$ cat src/rtl/core_pkg.sv
// Shared types and constants for the RV32I multi-cycle sequencer.
package core_pkg;

  typedef enum logic [2:0] {
    ST_FETCH  = 3'd0,
    ST_DECODE = 3'd1,
    ST_EXEC   = 3'd2,
    ST_MEM    = 3'd3,
    ST_WB     = 3'd4,
    ST_TRAP   = 3'd7
  } state_e;

  localparam logic [1:0]  MEM_BYTE = 2'b00;
  localparam logic [1:0]  MEM_HALF = 2'b01;
  localparam logic [1:0]  MEM_WORD = 2'b10;
  localparam logic [31:0] PC_INC   = 32'd4;

  // Natural alignment check for a data access of the given size.
  function automatic logic misaligned(input logic [1:0] size, input logic [1:0] addr_lo);
    logic mis;
    case (size)
      MEM_WORD: mis = (addr_lo != 2'b00);
      MEM_HALF: mis = addr_lo[0];
      MEM_BYTE: mis = 1'b0;
      default:  mis = 1'b0;
    endcase
    return mis;
  endfunction

endpackage

$ cat src/rtl/core_wait_timer.sv
// Handshake wait counter shared by the fetch and data-access phases.
module core_wait_timer #(
  parameter int unsigned MAX = 255
) (
  input  logic clk,
  input  logic rst_n,
  input  logic clr,
  input  logic en,
  output logic expired
);

  logic [7:0] cnt_r;

  // Count consecutive un-acked request cycles.
  always_ff @(posedge clk or negedge rst_n) begin
    if (!rst_n) begin
      cnt_r <= 8'd0;
    end else if (clr) begin
      cnt_r <= 8'd0;
    end else if (en) begin
      cnt_r <= cnt_r + 8'd1;
    end else begin
      cnt_r <= cnt_r;
    end
  end

  // This un-acked cycle is the MAX-th one.
  assign expired = en & (cnt_r == 8'(MAX - 1));

endmodule

$ cat src/rtl/core_seq_ctrl.sv
// Multi-cycle FETCH/DECODE/EXEC/MEM/WB sequencer with PC, handshakes and sticky trap.
// Optional alignment trapping is enabled by defining CORE_MISALIGN_TRAP_EN.
import core_pkg::*;

module core_seq_ctrl #(
  parameter logic [31:0] RESET_PC    = 32'h0000_0000,
  parameter int unsigned MEM_TIMEOUT = 255
) (
  input  logic        clk,
  input  logic        rst_n,
  input  logic        imem_ack,
  input  logic        dmem_ack,
  input  logic        n_inst,
  input  logic        is_load,
  input  logic        is_store,
  input  logic        is_branch,
  input  logic        is_jump,
  input  logic [4:0]  rd_num,
  input  logic        br_taken,
  input  logic [31:0] target,
  input  logic [1:0]  mem_size,
  input  logic [1:0]  mem_addr_lo,
  output logic [31:0] pc,
  output logic        imem_req,
  output logic        ir_we,
  output logic        dmem_req,
  output logic        dmem_we,
  output logic        rf_we,
  output logic        trap,
  output logic [2:0]  state
);

  state_e      state_r;
  logic [31:0] pc_r;
  logic        imem_req_r;
  logic        dmem_req_r;
  logic        dmem_we_r;
  logic        rf_we_r;
  logic        trap_r;

  logic        wait_s;
  logic        tmo_s;
  logic        taken_s;
  logic        wb_we_s;
  logic        mem_mis_s;
  logic        xfer_mis_s;
  logic [31:0] next_pc_s;

  // A request cycle without ack advances the timer; any other cycle clears it.
  assign wait_s = ((state_r == ST_FETCH) & imem_req_r & ~imem_ack) |
                  ((state_r == ST_MEM)   & dmem_req_r & ~dmem_ack);

  core_wait_timer #(.MAX(MEM_TIMEOUT)) u_wait_timer (
    .clk     (clk),
    .rst_n   (rst_n),
    .clr     (~wait_s),
    .en      (wait_s),
    .expired (tmo_s)
  );

  assign taken_s   = is_jump | (is_branch & br_taken);
  assign next_pc_s = taken_s ? {target[31:2], 2'b00} : pc_r + PC_INC;

`ifdef CORE_MISALIGN_TRAP_EN
  assign mem_mis_s  = (is_load | is_store) & misaligned(mem_size, mem_addr_lo);
  assign xfer_mis_s = taken_s & (target[1:0] != 2'b00);
`else
  logic unused_cfg_s;
  assign unused_cfg_s = ^{mem_size, mem_addr_lo, target[1:0]};
  assign mem_mis_s    = 1'b0;
  assign xfer_mis_s   = 1'b0;
`endif

  // Write-back enable, evaluated on entry to WB from the stable decoder outputs.
  assign wb_we_s = ~is_store & ~is_branch & (rd_num != 5'd0) & ~xfer_mis_s;

  // Sequencer state, PC and registered handshake/enable outputs.
  always_ff @(posedge clk or negedge rst_n) begin
    if (!rst_n) begin
      state_r    <= ST_FETCH;
      pc_r       <= RESET_PC;
      imem_req_r <= 1'b0;
      dmem_req_r <= 1'b0;
      dmem_we_r  <= 1'b0;
      rf_we_r    <= 1'b0;
      trap_r     <= 1'b0;
    end else begin
      case (state_r)
        ST_FETCH: begin
          if (imem_req_r && imem_ack) begin
            state_r    <= ST_DECODE;
            imem_req_r <= 1'b0;
          end else if (tmo_s) begin
            state_r    <= ST_TRAP;
            imem_req_r <= 1'b0;
            trap_r     <= 1'b1;
          end else begin
            imem_req_r <= 1'b1;
          end
        end
        ST_DECODE: begin
          if (n_inst) begin
            state_r <= ST_TRAP;
            trap_r  <= 1'b1;
          end else begin
            state_r <= ST_EXEC;
          end
        end
        ST_EXEC: begin
          if ((is_load || is_store) && mem_mis_s) begin
            state_r <= ST_TRAP;
            trap_r  <= 1'b1;
          end else if (is_load || is_store) begin
            state_r    <= ST_MEM;
            dmem_req_r <= 1'b1;
            dmem_we_r  <= is_store;
          end else begin
            state_r <= ST_WB;
            rf_we_r <= wb_we_s;
          end
        end
        ST_MEM: begin
          if (dmem_ack) begin
            state_r    <= ST_WB;
            dmem_req_r <= 1'b0;
            dmem_we_r  <= 1'b0;
            rf_we_r    <= wb_we_s;
          end else if (tmo_s) begin
            state_r    <= ST_TRAP;
            dmem_req_r <= 1'b0;
            dmem_we_r  <= 1'b0;
            trap_r     <= 1'b1;
          end else begin
            dmem_req_r <= 1'b1;
          end
        end
        ST_WB: begin
          rf_we_r <= 1'b0;
          if (xfer_mis_s) begin
            state_r <= ST_TRAP;
            trap_r  <= 1'b1;
          end else begin
            state_r    <= ST_FETCH;
            pc_r       <= next_pc_s;
            imem_req_r <= 1'b1;
          end
        end
        ST_TRAP: begin
          imem_req_r <= 1'b0;
          dmem_req_r <= 1'b0;
          dmem_we_r  <= 1'b0;
          rf_we_r    <= 1'b0;
          trap_r     <= 1'b1;
        end
        default: begin
          state_r    <= ST_TRAP;
          imem_req_r <= 1'b0;
          dmem_req_r <= 1'b0;
          dmem_we_r  <= 1'b0;
          rf_we_r    <= 1'b0;
          trap_r     <= 1'b1;
        end
      endcase
    end
  end

  // The IR strobe must coincide with the ack cycle, so it is qualified by the live ack.
  assign ir_we    = (state_r == ST_FETCH) & imem_req_r & imem_ack;
  assign pc       = pc_r;
  assign imem_req = imem_req_r;
  assign dmem_req = dmem_req_r;
  assign dmem_we  = dmem_we_r;
  assign rf_we    = rf_we_r;
  assign trap     = trap_r;
  assign state    = state_r;

endmodule

$ cat config.mk
export PLATFORM = sky130hd
export DESIGN_NAME = core_seq_ctrl
export DESIGN_NICKNAME = d
export VERILOG_FILES = /design/src/rtl/core_pkg.sv /design/src/rtl/core_wait_timer.sv /design/src/rtl/core_seq_ctrl.sv
export SDC_FILE = /design/constraint.sdc
export NUM_CORES = 1
export LEC_CHECK = 0
export ABC_AREA = 1
export BUFFER_PORTS_ARGS = -buffer_cell sky130_fd_sc_hd__buf_2
export CAP_MARGIN = 20
export CORE_MARGIN = 1.5
export CORE_UTILIZATION = 44
export DETAILED_ROUTE_END_ITERATION = 10
export PLACE_DENSITY = 0.69
export SYNTH_ARGS = -nofsm -noshare
export SYNTH_HDL_FRONTEND = slang
export SYNTH_HIERARCHICAL = 1
export SYNTH_SLANG_ARGS = --single-unit
export TNS_END_PERCENT = 50
$ cat constraint.sdc
create_clock -name clk -period 4.8 [get_ports clk]
set_input_delay 0.24 -clock clk [delete_from_list [all_inputs] [get_ports clk]]
set_output_delay 0.24 -clock clk [all_outputs]
set_load 0.03 [all_outputs]
### Yosys cells after proc, flatten, opt, wreduce, memory -nomap -nowiden

Index checks and enable logic that the tools add are counted.

* bits in registers: 48
* bits of input ports: 51
* output and inout port bits: 41

* add/subtract/negate cells: 2
* equality and inequality tests: 13
* mux-type cells: 26
* bitwise gates (word level): 18
* reductions and logical operators: 12

Operators by type and width (count)
* adder 32 x 3 -> 32 bit, second input constant: 1
* two-way mux 32 bit: 1
* one-hot mux 3 bit (6 select lines): 1
* two-way mux 3 bit: 5
* two-way mux 1 bit: 13
* != test 2 bit, second input constant: 6
* one-hot mux 1 bit (3 select lines): 4
* AND 1 bit: 9
* adder 8 x 1 -> 8 bit, second input constant: 1
* == test 8 bit, second input constant: 1
* two-way mux 8 bit: 1
* NOT 1 bit: 7
* == test 3 x 2 -> 1 bit, second input constant: 2
* == test 3 bit, second input constant: 2
* AND reduction 3 bit: 2
* OR reduction 3 bit: 2
* nonzero test 5 bit: 1
* one-hot mux 1 bit (4 select lines): 1
* AND reduction 4 bit: 1
* OR reduction 2 bit: 2
* == test 3 x 1 -> 1 bit, second input constant: 1
* logical NOT 3 bit: 1
* != test 3 bit, second input constant: 1
* bitwise OR 1 bit: 2
* other kinds (3): 3

### Logic depth before layout (Yosys ltp)

* word-level depth: 8
* gate-level depth with buffers: 13
* depth with buffers taken out: 13

### Modules after synthesis

Netlist, hierarchy kept.

By module, submodules not included
* core_seq_ctrl: instances 1, cells each 463, area each 2882.8 µm², sequential area each 950.9 µm²
* core_wait_timer: instances 1, cells each 64, area each 474.2 µm², sequential area each 200.2 µm²

### Worst setup path before layout

OpenSTA, ideal clock, no wires.

* path type: register to register
* start point: reg state_r[0], in the netlist state[0]
* end point: reg dmem_req_r, in the netlist dmem_req
* setup time: 0.124 ns
* arrival time: 2.194 ns
* required time: 4.676 ns
* setup slack: 2.482 ns
* stages on the path, launching flop included: 13
* path buffers: 0
* cell sequence: dfrtp_1 > nor2_1 > inv_1 > nor2_1 > inv_1 > nor2_1 > a22oi_1 > inv_1 > nand3_1 > nor3_1 > nor2_1 > nor3_1 > a21oi_1

* longest elaborated chain between the ends: 8
* elaborated cells between the ends (all ways): 18
* those cells by class: 5 x eq/ne; 3 x mux; 7 x bitwise; 3 x reduce/logical

Ends and longest elaborated chain
* from (decl): line core_seq_ctrl.sv:33 `state_e state_r;`
* from (signal assigned): line core_seq_ctrl.sv:80 `state_r <= ST_FETCH;`
* from (signal assigned): line core_seq_ctrl.sv:91 `state_r <= ST_DECODE;`
* from (signal assigned): line core_seq_ctrl.sv:94 `state_r <= ST_TRAP;`
* == test 3 x 2 -> 1 bit or logical NOT 3 bit (tied branches): line core_seq_ctrl.sv:51, core_seq_ctrl.sv:50
* AND 1 bit, on equally long branches (2 in series): line core_seq_ctrl.sv:51, core_seq_ctrl.sv:50
* bitwise OR 1 bit *: line core_seq_ctrl.sv:50 `assign wait_s = ((state_r == ST_FETCH) & imem_req_r & ~imem_ack) |`
* via wait_s: line core_seq_ctrl.sv:41 `logic wait_s;`
* AND 1 bit *: line core_wait_timer.sv:28 `assign expired = en & (cnt_r == 8'(MAX - 1));`
* via tmo_s: line core_seq_ctrl.sv:42 `logic tmo_s;`
* two-way mux 1 bit *: line core_seq_ctrl.sv:128 `end else if (tmo_s) begin`
* two-way mux 1 bit *: line core_seq_ctrl.sv:123 `if (dmem_ack) begin`
* one-hot mux 1 bit (3 select lines) *: line core_seq_ctrl.sv:88 `case (state_r)`
* to (signal assigned): line core_seq_ctrl.sv:125 `dmem_req_r <= 1'b0;`
* to (signal assigned): line core_seq_ctrl.sv:130 `dmem_req_r <= 1'b0;`
* to (signal assigned): line core_seq_ctrl.sv:134 `dmem_req_r <= 1'b1;`
* to (decl): line core_seq_ctrl.sv:36 `logic dmem_req_r;`

The timed path passes the listed nets; every way through them passes the cells marked *.
A chain may end at the register's enable or synchronous reset.

### Worst setup path after layout

* start point: reg state_r[2], in the netlist state[2]
* end point: reg dmem_we_r, in the netlist dmem_we

* longest elaborated chain between the ends: 7
* elaborated cells between the ends (all ways): 17
* those cells by class: 6 x eq/ne; 1 x mux; 7 x bitwise; 3 x reduce/logical

Ends and longest elaborated chain
* == test 3 x 2 -> 1 bit or logical NOT 3 bit (tied branches): line core_seq_ctrl.sv:51, core_seq_ctrl.sv:50
* AND 1 bit, on equally long branches (2 in series): line core_seq_ctrl.sv:51, core_seq_ctrl.sv:50
* bitwise OR 1 bit *: line core_seq_ctrl.sv:50
* via wait_s: line core_seq_ctrl.sv:41
* AND 1 bit *: line core_wait_timer.sv:28
* via tmo_s: line core_seq_ctrl.sv:42
* != test 3 bit (no source line) *
* AND reduction 3 bit (no source line) *
* to (signal assigned): line core_seq_ctrl.sv:116 `dmem_we_r <= is_store;`
* to (decl): line core_seq_ctrl.sv:37 `logic dmem_we_r;`

Marks and branches as above.

==> out/qor.csv <==
metric,value,unit
outcome,completed,
share of flip-flops with an asynchronous set or reset,100,%
DR DRC count,0,
number of antenna violations at the first check in global routing,0,
maxcap violations,0,
critical path depth,12,
sum of overflow across all layers after global routing,0,
chain of cells forming the critical path,"inv_1, nand2_1, nor2_1, nand2_1, inv_1, a22oi_1, inv_1, nand3_1, nor3_1, nor2_1, o21ai_0, nand2_1",
dpl cell area,0.00385,sq mm
multi-input logic area,0.00190,sq mm
transition at the pin with the smallest max-transition slack,0.874,ns
Core Rows,31,
routability congestion estimate,0.989,
post-synthesis register bit count,46,
DR iter-0 viols,184,
Antenna Nets Post-Route,0,
flip-flop and latch area,0.00115,sq mm
setup total negative slack,0,ns
TritonCTS sink count,46,
TritonCTS Buffers,5,
gate family responsible for the most delay along the worst path,simple AND/OR/NAND/NOR gates,
Pins Over Slew Limit,0,
maximum vdd ir drop,104,uV
clock tree from TritonCTS,built,
Reg2Reg Depth,12,
I/O pin cnt,92,
Total Nets Final,661,
number of enable-type register cells in the synthesized netlist,0,
height of the die,90.3,um
post-placement worst setup slack,2.26,ns
total track usage,21.9,%
antenna diode count,0,
final period utilization,53.8,%
Final setup viols,0,
beginning of the worst register-to-register path,state[2],
DPL Wire Length,6310,um
class of the tightest hold or removal check,input port to asynchronous set/reset pin,
synthesized instance count,527,
leakage power of the design,0.00220,uW
Period minus WS final,2.58,ns
clock latency on the worst-skew pair,0.31,ns
Power per Cell Area,183,mW/mm^2
area share of the largest cell type after synthesis,34.3,%
"Seq/Total Area, Yosys",34.3,%
clock transition at the registers of the reported paths,0.09,ns
Bufs and invs on worst path,3,
DR pass1 iterations,4,
most frequent cell after synthesis,nand2_1,
area of the placeable core,0.00733,sq mm
"Primary FF master, synth",dfrtp_1,
number of H-tree levels,2,
post-route cell area,0.00395,sq mm
number of resized instances in the post-cts repair step,0,
final setup margin,2.22,ns
r2r endpoint,dmem_we,
final routed wirelength across all metal layers,8520,um
via count,3512,
x dimension of the die,90.3,um
clock root buffer master,clkbuf_8,
Synthesis Warnings,6,
pin count of the biggest net entering global routing,62,
via count of the first global-routing pass,3373,
fmax,388,MHz
"Distinct cells, synth",35,
top cells by instance count after synthesis,"nand2_1 (169), nor2_1 (83), inv_1 (62)",
critical-path maximum fanout,6,
number of fillers in the final layout,732,
cell type of the slowest stage on the worst timing path,nor3_1,
max-slew headroom at the worst pin,41.7,%
proportion of layout cells with a drive suffix above 1,21.1,%
routed wire length per instance,12.1,um
synthesized area per cell,6.37,sq um
CP required,5.00,ns
top area cells in the synthesized netlist,"dfrtp_1 (34%), nand2_1 (19%), nor2_1 (9.3%)",
flop2flop setup slack,2.22,ns
unrepaired setup endpoints after global routing,false,
maximum buffer depth of the clock tree,2,
CP startpoint kind,flip-flop,
number of buffers inserted by post-CTS setup repair,0,
crit path capture type,flip-flop,
critical path start-end classification,flip-flop to flip-flop,
peak per-stage delay on the critical path,0.53,ns
clock skew after layout,0.0117,ns
total of hold buffers inserted after clock tree synthesis,0,
signed area change from the synthesized netlist to the final layout,17.5,%
final hold violation count,0,
vias per std cell,4.97,
Mapped Area,0.00336,sq mm
starting density of the core,45.8,%
data arrival time of the critical path,2.78,ns
number of input and output port buffers inserted,83,
first-pass GRT wire length,14900,um
Synth area leader,dfrtp_1,
die outline area,0.00816,sq mm
==> cell usage in the layout, fill, tap and decap left out, types with 2 or more instances in the layout <==
cell | synthesis | final
nor2_1 | 83 | 83
clkbuf_8 | 0 | 6
nand2_2 | 2 | 2
inv_1 | 62 | 62
nor2_2 | 9 | 9
o21ai_0 | 17 | 17
nand2_1 | 169 | 169
buf_2 | 7 | 83
or2_2 | 3 | 3
nor2_4 | 7 | 7
dfrtp_1 | 46 | 46
nor3_1 | 5 | 5
nand3_2 | 2 | 2
o22ai_1 | 2 | 2
o21bai_1 | 3 | 3
nand4_1 | 9 | 9
conb_1 | 1 | 2
nand3_1 | 43 | 43
inv_2 | 2 | 2
o21ai_1 | 9 | 9
o21bai_2 | 2 | 2
a21oi_1 | 22 | 22
ha_1 | 3 | 3
nand2_4 | 3 | 3
buf_4 | 3 | 3
==> layer usage <==
layer | track usage [%] | vias up | share of wire [%]
met1 | 26.6 | 1599 | 45
met5 | 0 | - | 0
met2 | 39.1 | 86 | 49
li1 | - | 1817 | -
met4 | 6.75 | 0 | 1.2
met3 | 3.96 | 10 | 4.6
==> worst register-to-register path: stages, from the launching register on <==
cell and delay (ns):
dfrtp_1 0.44, inv_1 0.11, nand2_1 0.11, nor2_1 0.22
nand2_1 0.15, inv_1 0.10, a22oi_1 0.14, inv_1 0.18
nand3_1 0.10, nor3_1 0.53, nor2_1 0.15, o21ai_0 0.19
nand2_1 0.06
==> kinds of logic after synthesis <==
family | after synthesis | share of synthesized area (%)
AND/OR/NAND/NOR | 337 | 44.4
adder cells (fa/ha/maj) | 3 | 1.12
flip-flops | 46 | 34.3
AO/OA/AOI/OAI | 62 | 10.5
other | 1 | 0.112
buffers and inverters | 78 | 9.54
==> worst max path at each step <==
stage              from  endpoint
2_1_floorplan  state[0]  dmem_req
3_3_place_gp   state[0]  dmem_req
3_5_place_dp   state[2]   dmem_we
4_1_cts        state[0]   dmem_we
5_1_grt        state[0]   dmem_we
6_report       state[2]   dmem_we
==> report_power, final <==
part	switching (uW)	internal [uW]	leakage [uW]
Sequential	2.69	389	0.000513
Combinational	45.3	27.4	0.00164
Clock	141	116	0.0000472
Total	189	532	0.00220
==> through the flow <==
stage	utilization (%)	hold slack, ns	instances	power (uW)
6_report	53.8	0.0184	707	721
5_1_grt	53.8	0.0766	707	755
2_1_floorplan	-	-0.0556	528	439
3_3_place_gp	52.5	0.383	699	472
4_1_cts	53.8	0.0582	707	734
3_5_place_dp	52.5	0.391	699	473
==> cell type report <==
type                       count  area share (%)
clock buffer                   6            2.09
clock inverter                 2           0.317
inverter                      64            6.09
multi-input combinational    404            48.1
sequential                    46            29.2
tap                           99            3.14
timing repair buffer          86            11.1
==> registers in the layout, indices dropped and copies added, names as in the netlist <==
signal and cells:
trap 1, state 3, u_wait_timer/cnt_r 8, pc 30, dmem_req 1, dmem_we 1, rf_we 1, imem_req 1
Note: power is estimated with default switching activity, not from simulation.
